[config.mk]
export PLATFORM = sky130hd
export DESIGN_NAME = lift_platform_ctrl
export DESIGN_NICKNAME = d
export VERILOG_FILES = /design/src/rtl/lift_platform_ctrl.sv
export SDC_FILE = /design/constraint.sdc
export NUM_CORES = 1
export LEC_CHECK = 0
export CORE_ASPECT_RATIO = 1.75
export CORE_MARGIN = 2
export CORE_UTILIZATION = 54
export CTS_CLUSTER_SIZE = 14
export DETAILED_ROUTE_END_ITERATION = 8
export HOLD_SLACK_MARGIN = 0.12
export MAX_ROUTING_LAYER = met4
export PLACE_DENSITY = 0.77
export SKIP_CTS_REPAIR_TIMING = 1
export SYNTH_ARGS = -nofsm -noshare
export SYNTH_HDL_FRONTEND = slang
export SYNTH_SLANG_ARGS = --single-unit
[constraint.sdc]
create_clock -name Clk -period 2.7 [get_ports Clk]
set_input_delay 0.675 -clock Clk [delete_from_list [all_inputs] [get_ports Clk]]
set_output_delay 0.675 -clock Clk [all_outputs]
set_load 0.01 [all_outputs]
[src/rtl/lift_platform_ctrl.sv]
// Lift platform sequencer: arbitrates button requests, raises, holds and lowers one platform.
// Latency: 1 Clk on every output; no backpressure (level inputs, outputs valid every cycle).
module lift_platform_ctrl #(
    parameter int NREQ        = 2,
    parameter int Y_TOP       = 178,
    parameter int Y_BOTTOM    = 251,
    parameter int STEP        = 1,
    parameter int HOLD_FRAMES = 30,
    localparam int OW         = (NREQ > 1) ? $clog2(NREQ) : 1
) (
    input  logic            Clk,
    input  logic            Reset,
    input  logic            frame_tick,
    input  logic [NREQ-1:0] btn_req,
    input  logic            obstruct,
    output logic [9:0]      plat_y,
    output logic            moving,
    output logic            at_top,
    output logic            at_bottom,
    output logic [OW-1:0]   owner,
    output logic            owner_vld
);

    typedef enum logic [2:0] {
        S_DOWN,
        S_RISE,
        S_UP,
        S_HOLD,
        S_FALL
    } state_t;

    localparam logic [9:0] YT       = 10'(Y_TOP);
    localparam logic [9:0] YB       = 10'(Y_BOTTOM);
    localparam logic [9:0] YS       = 10'(STEP);
    localparam logic [9:0] RISE_LIM = 10'(Y_TOP + STEP);
    localparam logic [9:0] FALL_LIM = 10'(Y_BOTTOM - STEP);
    localparam logic [7:0] HF       = 8'(HOLD_FRAMES);

    state_t        state_q, state_d;
    logic [9:0]    plat_y_d;
    logic [7:0]    hold_cnt, hold_cnt_d;
    logic [OW-1:0] owner_d, lowest_idx;
    logic          owner_vld_d;
    logic          req_any;
    logic [9:0]    y_up, y_dn;

    assign req_any = |btn_req;

    // Saturate against the limit before stepping so plat_y can never wrap.
    assign y_up = (plat_y <= RISE_LIM) ? YT : plat_y - YS;
    assign y_dn = (plat_y >= FALL_LIM) ? YB : plat_y + YS;

    always_comb begin
        state_d    = state_q;
        plat_y_d   = plat_y;
        hold_cnt_d = hold_cnt;
        case (state_q)
            S_DOWN: begin
                if (req_any) state_d = S_RISE;
            end
            S_RISE: begin
                if (!req_any) begin
                    state_d    = S_HOLD;
                    hold_cnt_d = HF;
                end else if (frame_tick) begin
                    plat_y_d = y_up;
                    if (y_up == YT) state_d = S_UP;
                end
            end
            S_UP: begin
                if (!req_any) begin
                    state_d    = S_HOLD;
                    hold_cnt_d = HF;
                end
            end
            S_HOLD: begin
                if (req_any) begin
                    state_d = at_top ? S_UP : S_RISE;
                end else if (hold_cnt == 8'd0) begin
                    state_d = S_FALL;
                end else if (frame_tick) begin
                    hold_cnt_d = hold_cnt - 8'd1;
                end
            end
            S_FALL: begin
                if (req_any) begin
                    state_d = S_RISE;
                end else if (frame_tick && !obstruct) begin
                    plat_y_d = y_dn;
                    if (y_dn == YB) state_d = S_DOWN;
                end
            end
            default: state_d = S_DOWN;
        endcase
    end

    always_comb begin
        lowest_idx = '0;
        for (int i = NREQ - 1; i >= 0; i--) begin
            if (btn_req[i]) lowest_idx = OW'(i);
        end
    end

    // No preemption: ownership only moves once the current owner lets go.
    always_comb begin
        owner_d     = owner;
        owner_vld_d = owner_vld;
        if (!owner_vld || !btn_req[owner]) begin
            if (req_any) begin
                owner_d     = lowest_idx;
                owner_vld_d = 1'b1;
            end else begin
                owner_vld_d = 1'b0;
            end
        end
    end

    always_ff @(posedge Clk) begin
        if (Reset) begin
            state_q   <= S_DOWN;
            plat_y    <= YB;
            hold_cnt  <= 8'd0;
            owner     <= '0;
            owner_vld <= 1'b0;
        end else begin
            state_q   <= state_d;
            plat_y    <= plat_y_d;
            hold_cnt  <= hold_cnt_d;
            owner     <= owner_d;
            owner_vld <= owner_vld_d;
        end
    end

    assign moving    = (state_q == S_RISE) || (state_q == S_FALL);
    assign at_top    = (plat_y == YT);
    assign at_bottom = (plat_y == YB);

endmodule

Word-level counts from Yosys, hierarchy flattened
Cells that the tools add are included.
W data, S select, Z words.

operators by class
  equality and inequality tests = 23
  $add $sub $neg = 3
  multiplexer cells = 29
  $lt $le $gt $ge = 3
  reductions and logical operators = 16

operators by type and width
  operator                 number
  $mux W10                 6
  $eq A10 B8 Y1 const B    4
  $mux W8                  4
  $mux W3                  10
  $ne A2 B2 Y1 const B     10
  $pmux W10 S2             1
  $pmux W8 S2              1
  $ne A3 B3 Y1 const B     5
  $pmux W3 S5              1
  $add A10 B1 Y10 const B  1
  $ge A10 B8 Y1 const B    1
  $le A10 B8 Y1 const B    1
  $reduce_and A5 Y1        2
  $sub A10 B1 Y10 const B  1
  $logic_not A8 Y1         1
  $sub A8 B1 Y8 const B    1
  $reduce_and A7 Y1        1
  $eq A3 B2 Y1 const B     2
  $mux W1                  5
  $reduce_bool A2 Y1       2
  $reduce_or A2 Y1         2
  $eq A3 B1 Y1 const B     1
  $eq A3 B3 Y1 const B     1
  $logic_not A1 Y1         3
  6 further kinds          7

word-level totals
  output and inout bits = 15
  register bits after elaboration = 23
  word-level logic and storage cells = 79
  input bits = 6

Longest topological paths before layout
  depth after elaboration = 7
  mapped depth = 10
  mapped depth without buffers = 9

Worst setup path after synthesis
No wires, ideal clock.

  path type = register to register
  start point = reg plat_y[0]
  end point = reg state_q[0]
  data required time = 2.614 ns
  path slack = 0.227 ns
  library setup time = 0.086 ns
  data arrival time = 2.388 ns
  stages on the path, launching flop included = 11
  clock period less this slack = 2.473 ns
  path buffers = 1
  cells stage by stage = dfxtp_1 -> clkbuf_1 -> inv_1 -> ha_1 -> or3b_2 -> nor2_1 -> a22oi_1 -> o41ai_2 -> a21oi_1 -> or2_0 -> a211oi_1

on the way
  cells in the longest elaborated chain, start to end = 5
  elaborated cells between the ends (all ways) = 15
  classes of those cells = add/sub: 2; order compare: 2; eq/ne: 5; mux: 5; reduce/logical: 1

ends and longest elaborated chain
  what                                     line    source
  from (decl)                              16      output logic [9:0] plat_y,
  from (signal assigned)                   127     plat_y <= plat_y_d;
  $sub A10 B1 Y10 (tied with other cells)  50      assign y_up = (plat_y <= RISE_LIM) ? YT : plat_y - YS;
  $mux W10, on equally long branches       50, 51
  $eq A10 B8 Y1, on equally long branches  67, 90
  $ne A3 B3 Y1 (no source line)            -
  $reduce_and A7 Y1 (no source line)       -
  to (signal assigned)                     126     state_q <= state_d;
  to (decl)                                39      state_t state_q, state_d;

Parallel ways exist; a longest one is shown, timed or not.
A chain may end at the register's enable or synchronous reset.

Worst setup path after layout
  start point = reg plat_y[1]
  end point = out at_top

on the way
  cells in the longest elaborated chain, start to end = 1

ends and longest elaborated chain
  what           line  source
  $eq A10 B8 Y1  135   assign at_top = (plat_y == YT);
  to (decl)      18    output logic at_top,

No other way between the ends.

==> results.rst <==
.. list-table::
   :header-rows: 1

   * - Metric
     - Value
   * - ANT cells
     - 0
   * - Chip Width
     - ~47 um
   * - DP Area
     - around 2200 um2
   * - Violation count after the first detailed-route iteration
     - 134
   * - Startpoint Class
     - register
   * - CTS max path bufs
     - 2
   * - Crit path kind
     - reg -> out
   * - Synthesized cell area
     - 1785 um2
   * - Post-route insts no fill
     - between 300 and 400
   * - Relative contribution of combinational cells to total power
     - 0.539
   * - Data arrival time at the worst-slack endpoint
     - 1.96 ns
   * - Die area
     - ~3800 um2
   * - Path depth of the worst reg2reg path
     - 8
   * - Number of levels the H-tree was split into
     - 1
   * - Number of antenna violations at the first check in global routing
     - 0
   * - Post-placement cell count
     - approximately 320
   * - TritonCTS clock tree
     - yes
   * - Tightest slew margin relative to the limit
     - 0.5201
   * - Design internal power
     - 927.4 uW
   * - Total gr overflow
     - 0
   * - Library cell used as clock root buffer
     - sky130_fd_sc_hd__clkbuf_8
   * - FF-to-FF Start
     - plat_y[0]$_SDFFE_PP1P_
   * - Switching power total
     - ~650 uW
   * - Initial core utilization
     - 0.5683
   * - Per-instance average area after synthesis
     - 7.378 um2
   * - Sequential cell fraction of total power
     - 0.322
   * - Net total in the final layout
     - just under 300
   * - Number of global-route vias before repair
     - a little under 2000
   * - Setup-failing EPs final
     - 0
   * - Leakage dissipation
     - about 0.91 nW
   * - Number of rows created at floorplan
     - 27
   * - Post-Route Skew
     - between 0.002 and 0.0025 ns
   * - Endpoint required time on the critical path
     - just over 2 ns
   * - Endpoint kind of the worst setup timing path
     - output pin
   * - Total number of vias
     - 1993
   * - Critical path peak fanout
     - 11
   * - Clock insertion delay at the later pin of the skew report
     - 0.27 ns
   * - Worst hold-check slack
     - approximately 0.53 ns
   * - Share of layout cells above drive strength 1
     - 0.1761
   * - Number of enable flip-flop cells after synthesis
     - 0
   * - Routability congestion estimate
     - 0.9639
   * - Util after Layout
     - 0.7264
   * - Fmax
     - about 380 MHz
   * - Leading cell type by number of instances after synthesis
     - sky130_fd_sc_hd__nor2_1
   * - Min-delay worst type
     - reg -> reg
   * - WHS Endpoint
     - owner$_SDFFE_PP0P_
   * - Detailed Route WL
     - about 5.3 mm
   * - Post-route minimum period
     - 2.639 ns
   * - Outcome
     - complete, no violations
   * - Ratio of routed vias to standard cells
     - between 6 and 7
   * - Number of buffers created by CTS
     - 3
   * - Post-synthesis cell count
     - 242
   * - Global-route wire length before repair
     - about 8.5 mm
   * - Aggregate negative setup slack
     - 0 ns
   * - # clock sinks
     - 23
   * - Maxcap violations
     - 0
   * - Number of synthesized register bits
     - 23
   * - Setup Slack @ Placement
     - -0.1645 ns
   * - Placeable core region
     - about 3100 um2
   * - Library cell with the largest summed area after synthesis
     - sky130_fd_sc_hd__dfxtp_1
   * - Fill cells
     - around 280
   * - WHS Path Cells
     - 2
   * - Critical R2R Capture
     - state_q[0]$_SDFFE_PP0P_
   * - Clock power share
     - 0.138
   * - Post-Synthesis Net Count
     - between 200 and 300
   * - Final standard cell area without fillers
     - roughly 2300 um2
   * - Most frequent cells after synthesis
     - sky130_fd_sc_hd__nor2_1 (30), sky130_fd_sc_hd__a21oi_1 (23), sky130_fd_sc_hd__dfxtp_1 (23)
   * - Top cell type's share of synthesized area
     - 0.2579
   * - Final hold vios
     - 0
   * - Routed wire per std cell
     - about 16 um
   * - Total routing resource utilization after global routing
     - 0.3081
   * - Synthesis-to-layout area growth
     - 27.82%
   * - Largest net degree at the start of global routing
     - 16
   * - Y dimension of the die
     - around 80 um
   * - Drt pass-1 iters
     - 4
   * - Async S/R FF share, synth
     - 0
   * - HPWL Detailed
     - ~3.9 mm
   * - Number of placed I/O pins
     - 21
   * - CTS clk-pin slew, worst paths
     - roughly 0.080 ns
   * - Sequential cell area fraction in the yosys report
     - 0.2579
   * - Number of remaining DRC errors
     - 0
   * - Quantity of I/O buffers inserted on ports
     - 20
   * - Final antenna-violating net count
     - 0
   * - Actual slew at the worst max-slew pin
     - 0.7173 ns
   * - Final period utilization
     - 0.9775
   * - Leading cell types by total area after synthesis
     - sky130_fd_sc_hd__dfxtp_1 (26%), sky130_fd_sc_hd__a21oi_1 (6.4%), sky130_fd_sc_hd__nor2_1 (6.3%)
   * - Final WS setup
     - a little over 0.06 ns
   * - Share of total power consumed by net switching
     - 0.4118
   * - PnR Total Power
     - 1.577 mW
   * - Setup repair after global routing missed its margin
     - false
   * - Post-synth top flop
     - sky130_fd_sc_hd__dfxtp_1
   * - Final Slew Violations
     - 0
   * - Yosys synthesis warning count
     - 0
   * - Power Density
     - around 690 nW/um2
   * - Start point of the worst min-delay path
     - owner$_SDFFE_PP0P_
   * - Synth cell types
     - approximately 50
   * - Worst supply voltage drop on vdd
     - between 300 and 400 uV
   * - Worst setup slack for register-to-register paths
     - around 0.29 ns
placed cells by master (no fill, tap or decap), types with 4 or more instances in the layout:
cell / netlist / layout
sky130_fd_sc_hd__a21oi_1: 23 / 23
sky130_fd_sc_hd__buf_4: 0 / 33
sky130_fd_sc_hd__clkdlybuf4s50_1: 0 / 20
sky130_fd_sc_hd__dfxtp_1: 23 / 21
sky130_fd_sc_hd__ha_1: 5 / 5
sky130_fd_sc_hd__inv_1: 12 / 12
sky130_fd_sc_hd__nand2_1: 19 / 19
sky130_fd_sc_hd__nand2b_1: 5 / 5
sky130_fd_sc_hd__nand3_1: 7 / 7
sky130_fd_sc_hd__nand4_1: 4 / 4
sky130_fd_sc_hd__nor2_1: 30 / 29
sky130_fd_sc_hd__nor3_1: 11 / 11
sky130_fd_sc_hd__nor4_1: 5 / 5
sky130_fd_sc_hd__o21ai_0: 11 / 11
sky130_fd_sc_hd__xnor2_1: 6 / 6
sky130_fd_sc_hd__xor2_1: 6 / 6
registers in the layout, summed over array words and instances, names as in the netlist:
register	cells
hold_cnt	8
owner	1
owner_vld	1
plat_y	10
state_q	3
critical path, stage by stage (launching register included):
cell	delay (ns)
sky130_fd_sc_hd__dfxtp_2	0.44
sky130_fd_sc_hd__ha_1	0.19
sky130_fd_sc_hd__inv_1	0.07
sky130_fd_sc_hd__nor4bb_2	0.39
sky130_fd_sc_hd__clkdlybuf4s50_1	0.61
logic make-up after synthesis:
family / Yosys count / share of synthesized area
buffers and inverters: 27 / 0.05956
adders and majority gates: 5 / 0.03504
xor gates and xnor gates: 12 / 0.05886
muxes: 1 / 0.005606
and+or+nand+nor: 104 / 0.3062
DFF: 23 / 0.2579
AOI/OAI and AO/OA: 70 / 0.2768
worst max path at each step:
stage / startpoint / end / slack [ns] / cells after the start
finish: plat_y[1]$_SDFFE_PP1P_ / at_top / 0.06 / 4
global route: plat_y[1]$_SDFFE_PP1P_ / at_top / 0.02 / 4
CTS: plat_y[1]$_SDFFE_PP1P_ / at_top / -0.10 / 4
detailed placement: btn_req[0] / hold_cnt[5]$_SDFFE_PP0P_ / -0.16 / 8
global placement: btn_req[0] / hold_cnt[5]$_SDFFE_PP0P_ / -0.12 / 8
floorplan: plat_y[0]$_SDFFE_PP1P_ / state_q[0]$_SDFFE_PP0P_ / 0.23 / 10
power by group through the flow:
stage	Clock, mW	Combinational, mW	Sequential (mW)
after floorplan	0	0.554	0.463
final	0.218	0.850	0.508
after global routing	0.232	0.929	0.522
after detailed placement	0	0.835	0.513
after CTS	0.220	0.841	0.506
after global placement	0	0.826	0.511
area by class of cell:
type	count	area (um2)	share of cell area
clock buffers	4	45.04	0.01974
inverters	12	45.04	0.01974
multi-input cells	192	1227	0.5378
flip-flops and latches	23	462.9	0.2029
well taps	43	53.80	0.02357
repair buffers	53	447.9	0.1963
layer usage:
layer,vias to the layer above,GRT usage,wire length (um),share of wire
met5,-,-,0,0
met4,0,0.1667,241,0.046
met3,26,0.01573,199,0.038
met2,76,0.5338,2775,0.53
met1,924,0.3273,2048,0.39
li1,967,-,-,-
Note: power is estimated with default switching activity, not from simulation.
==> RTL edit: new RTL, same flow settings <==
Re-encode `state_t` (5 states) as one-hot, 5 bits wide.
--- a/src/rtl/lift_platform_ctrl.sv
+++ b/src/rtl/lift_platform_ctrl.sv
@@ -21,12 +21,12 @@
     output logic            owner_vld
 );
 
-    typedef enum logic [2:0] {
-        S_DOWN,
-        S_RISE,
-        S_UP,
-        S_HOLD,
-        S_FALL
+    typedef enum logic [4:0] {
+        S_DOWN = 5'b00001,
+        S_RISE = 5'b00010,
+        S_UP   = 5'b00100,
+        S_HOLD = 5'b01000,
+        S_FALL = 5'b10000
     } state_t;
 
     localparam logic [9:0] YT       = 10'(Y_TOP);
Behaviour: no difference found for any inputs over 10 cycles, from zero or initial values and one cycle with Reset high; not proved beyond that.
==> RTL edit against the original RTL <==
Count of clock-buffer cells in the layout fell by 1; worst setup slack gained 0.13 ns; clock skew grew 0.0019 ns; synthesized area is 8.0% higher; sequential cell count rose by 2; routed wire length is 3.0% higher; final area shrank 0.38%; critical endpoint is now state_q[2]; non-clock buffer count fell by 16; sequential share of layout area rose by 1.7 points.
Power is not compared: it rests on default switching activity, and its combinational part moved more than twofold at a synthesized area within 25%.
==> RTL edit: results <==
[run_status]
status = complete, no violations

[yosys]
synthDistinctLibCells = 62
syn_nets = 247
yosysSeqAreaShare_pct = 26.0
synthAdderAreaFrac_pct = 3.24
synth_compound_area_share_pct = 28.9
synthMuxAreaShare_pct = 1.04
synth-xor-area-share_pct = 3.63
synthCells = 236

[place]
gp_congestion = 0.994
place_area_mm2 = 0.00220
place_hpwl_um = 4070

[timing]
timing.hold.ws_ns = 0.514
tightest_slew_ns = 0.615

[grt]
grt_util_all_layers_pct = 28.4
grt_start_max_net_pins = 24
grt_pass1_wl_um = 9130

[critical_path]
slowest_delay_ns = 0.56
ff2ff_setup_slack_ns = 0.19
r2r_end = state_q[2]
crit_family = simple AND/OR/NAND/NOR gates

[final_layout]
reg_top3 = plat_y (10), hold_cnt (8), state_q (5)
drive_gt1_share_pct = 18.2
final_cells = 309
n_fill_cell = 308
area_delta_synth_final_pct = 17.9

[route]
drt_iter0_drc = 104
viasPerCell = 6.39
## RTL edit: cell count changes after synthesis, sizes merged, moves of 4 or more
cell	change
a21oi	-9
nor3	-7
nor2	-6
a2111oi	+4
clkbuf	-4
nand3	-4
or2	+4
or4	+4
xor2	-4
## RTL edit: worst max-delay path by stage
stage | to | cells after the start | slack, ns | start
CTS | at_top | 6 | -0.18 | plat_y[0]
global route | at_top | 6 | 0.13 | plat_y[0]
finish | state_q[2] | 6 | 0.19 | plat_y[0]
detailed placement | plat_y[8] | 6 | 0.1 | btn_req[0]
floorplan | at_top | 5 | 0.30 | plat_y[0]
global placement | plat_y[8] | 6 | 0.12 | btn_req[0]
## RTL edit: layout make-up
cell class	instances	area share, %
clock inverter	1	0.330
inverter	9	1.49
tap	45	2.48
timing repair buffer	37	14.7
clock buffer	3	1.82
multi-input combinational	189	57.1
sequential	25	22.0
## RTL edit: power by group
part	leakage, uW	switching [uW]	internal, uW	total, uW
logic	0.000668	81.6	71.6	153
registers	0.000203	12.9	381	394
clock network	0.0000217	125	105	230
## RTL edit: routing by layer
layer,GRT usage (%),vias to the layer above,wire (um),part of all wire [%]
li1,-,964,-,-
met1,30.7,925,2060,38
met2,52.6,68,2960,55
met3,1.26,19,194,3.6
met4,11.2,0,204,3.8
met5,-,-,0,0
## RTL edit: cell families (layout without fill, tap and decap cells)
logic type | Yosys count | after routing
flip-flops | 25 | 25
XOR/XNOR | 8 | 8
AND/OR/NAND/NOR | 100 | 100
AO/OA/AOI/OAI | 74 | 74
adder cells (fa/ha/maj) | 5 | 5
buffers and inverters | 22 | 50
multiplexers | 2 | 2
## RTL edit: worst register-to-register path: stages (launching register included)
cell and delay (ns):
dfxtp_1 0.32, buf_4 0.18, or3_2 0.56, or4_1 0.53, a221o_1 0.39, o2bb2ai_2 0.18, o41ai_2 0.27
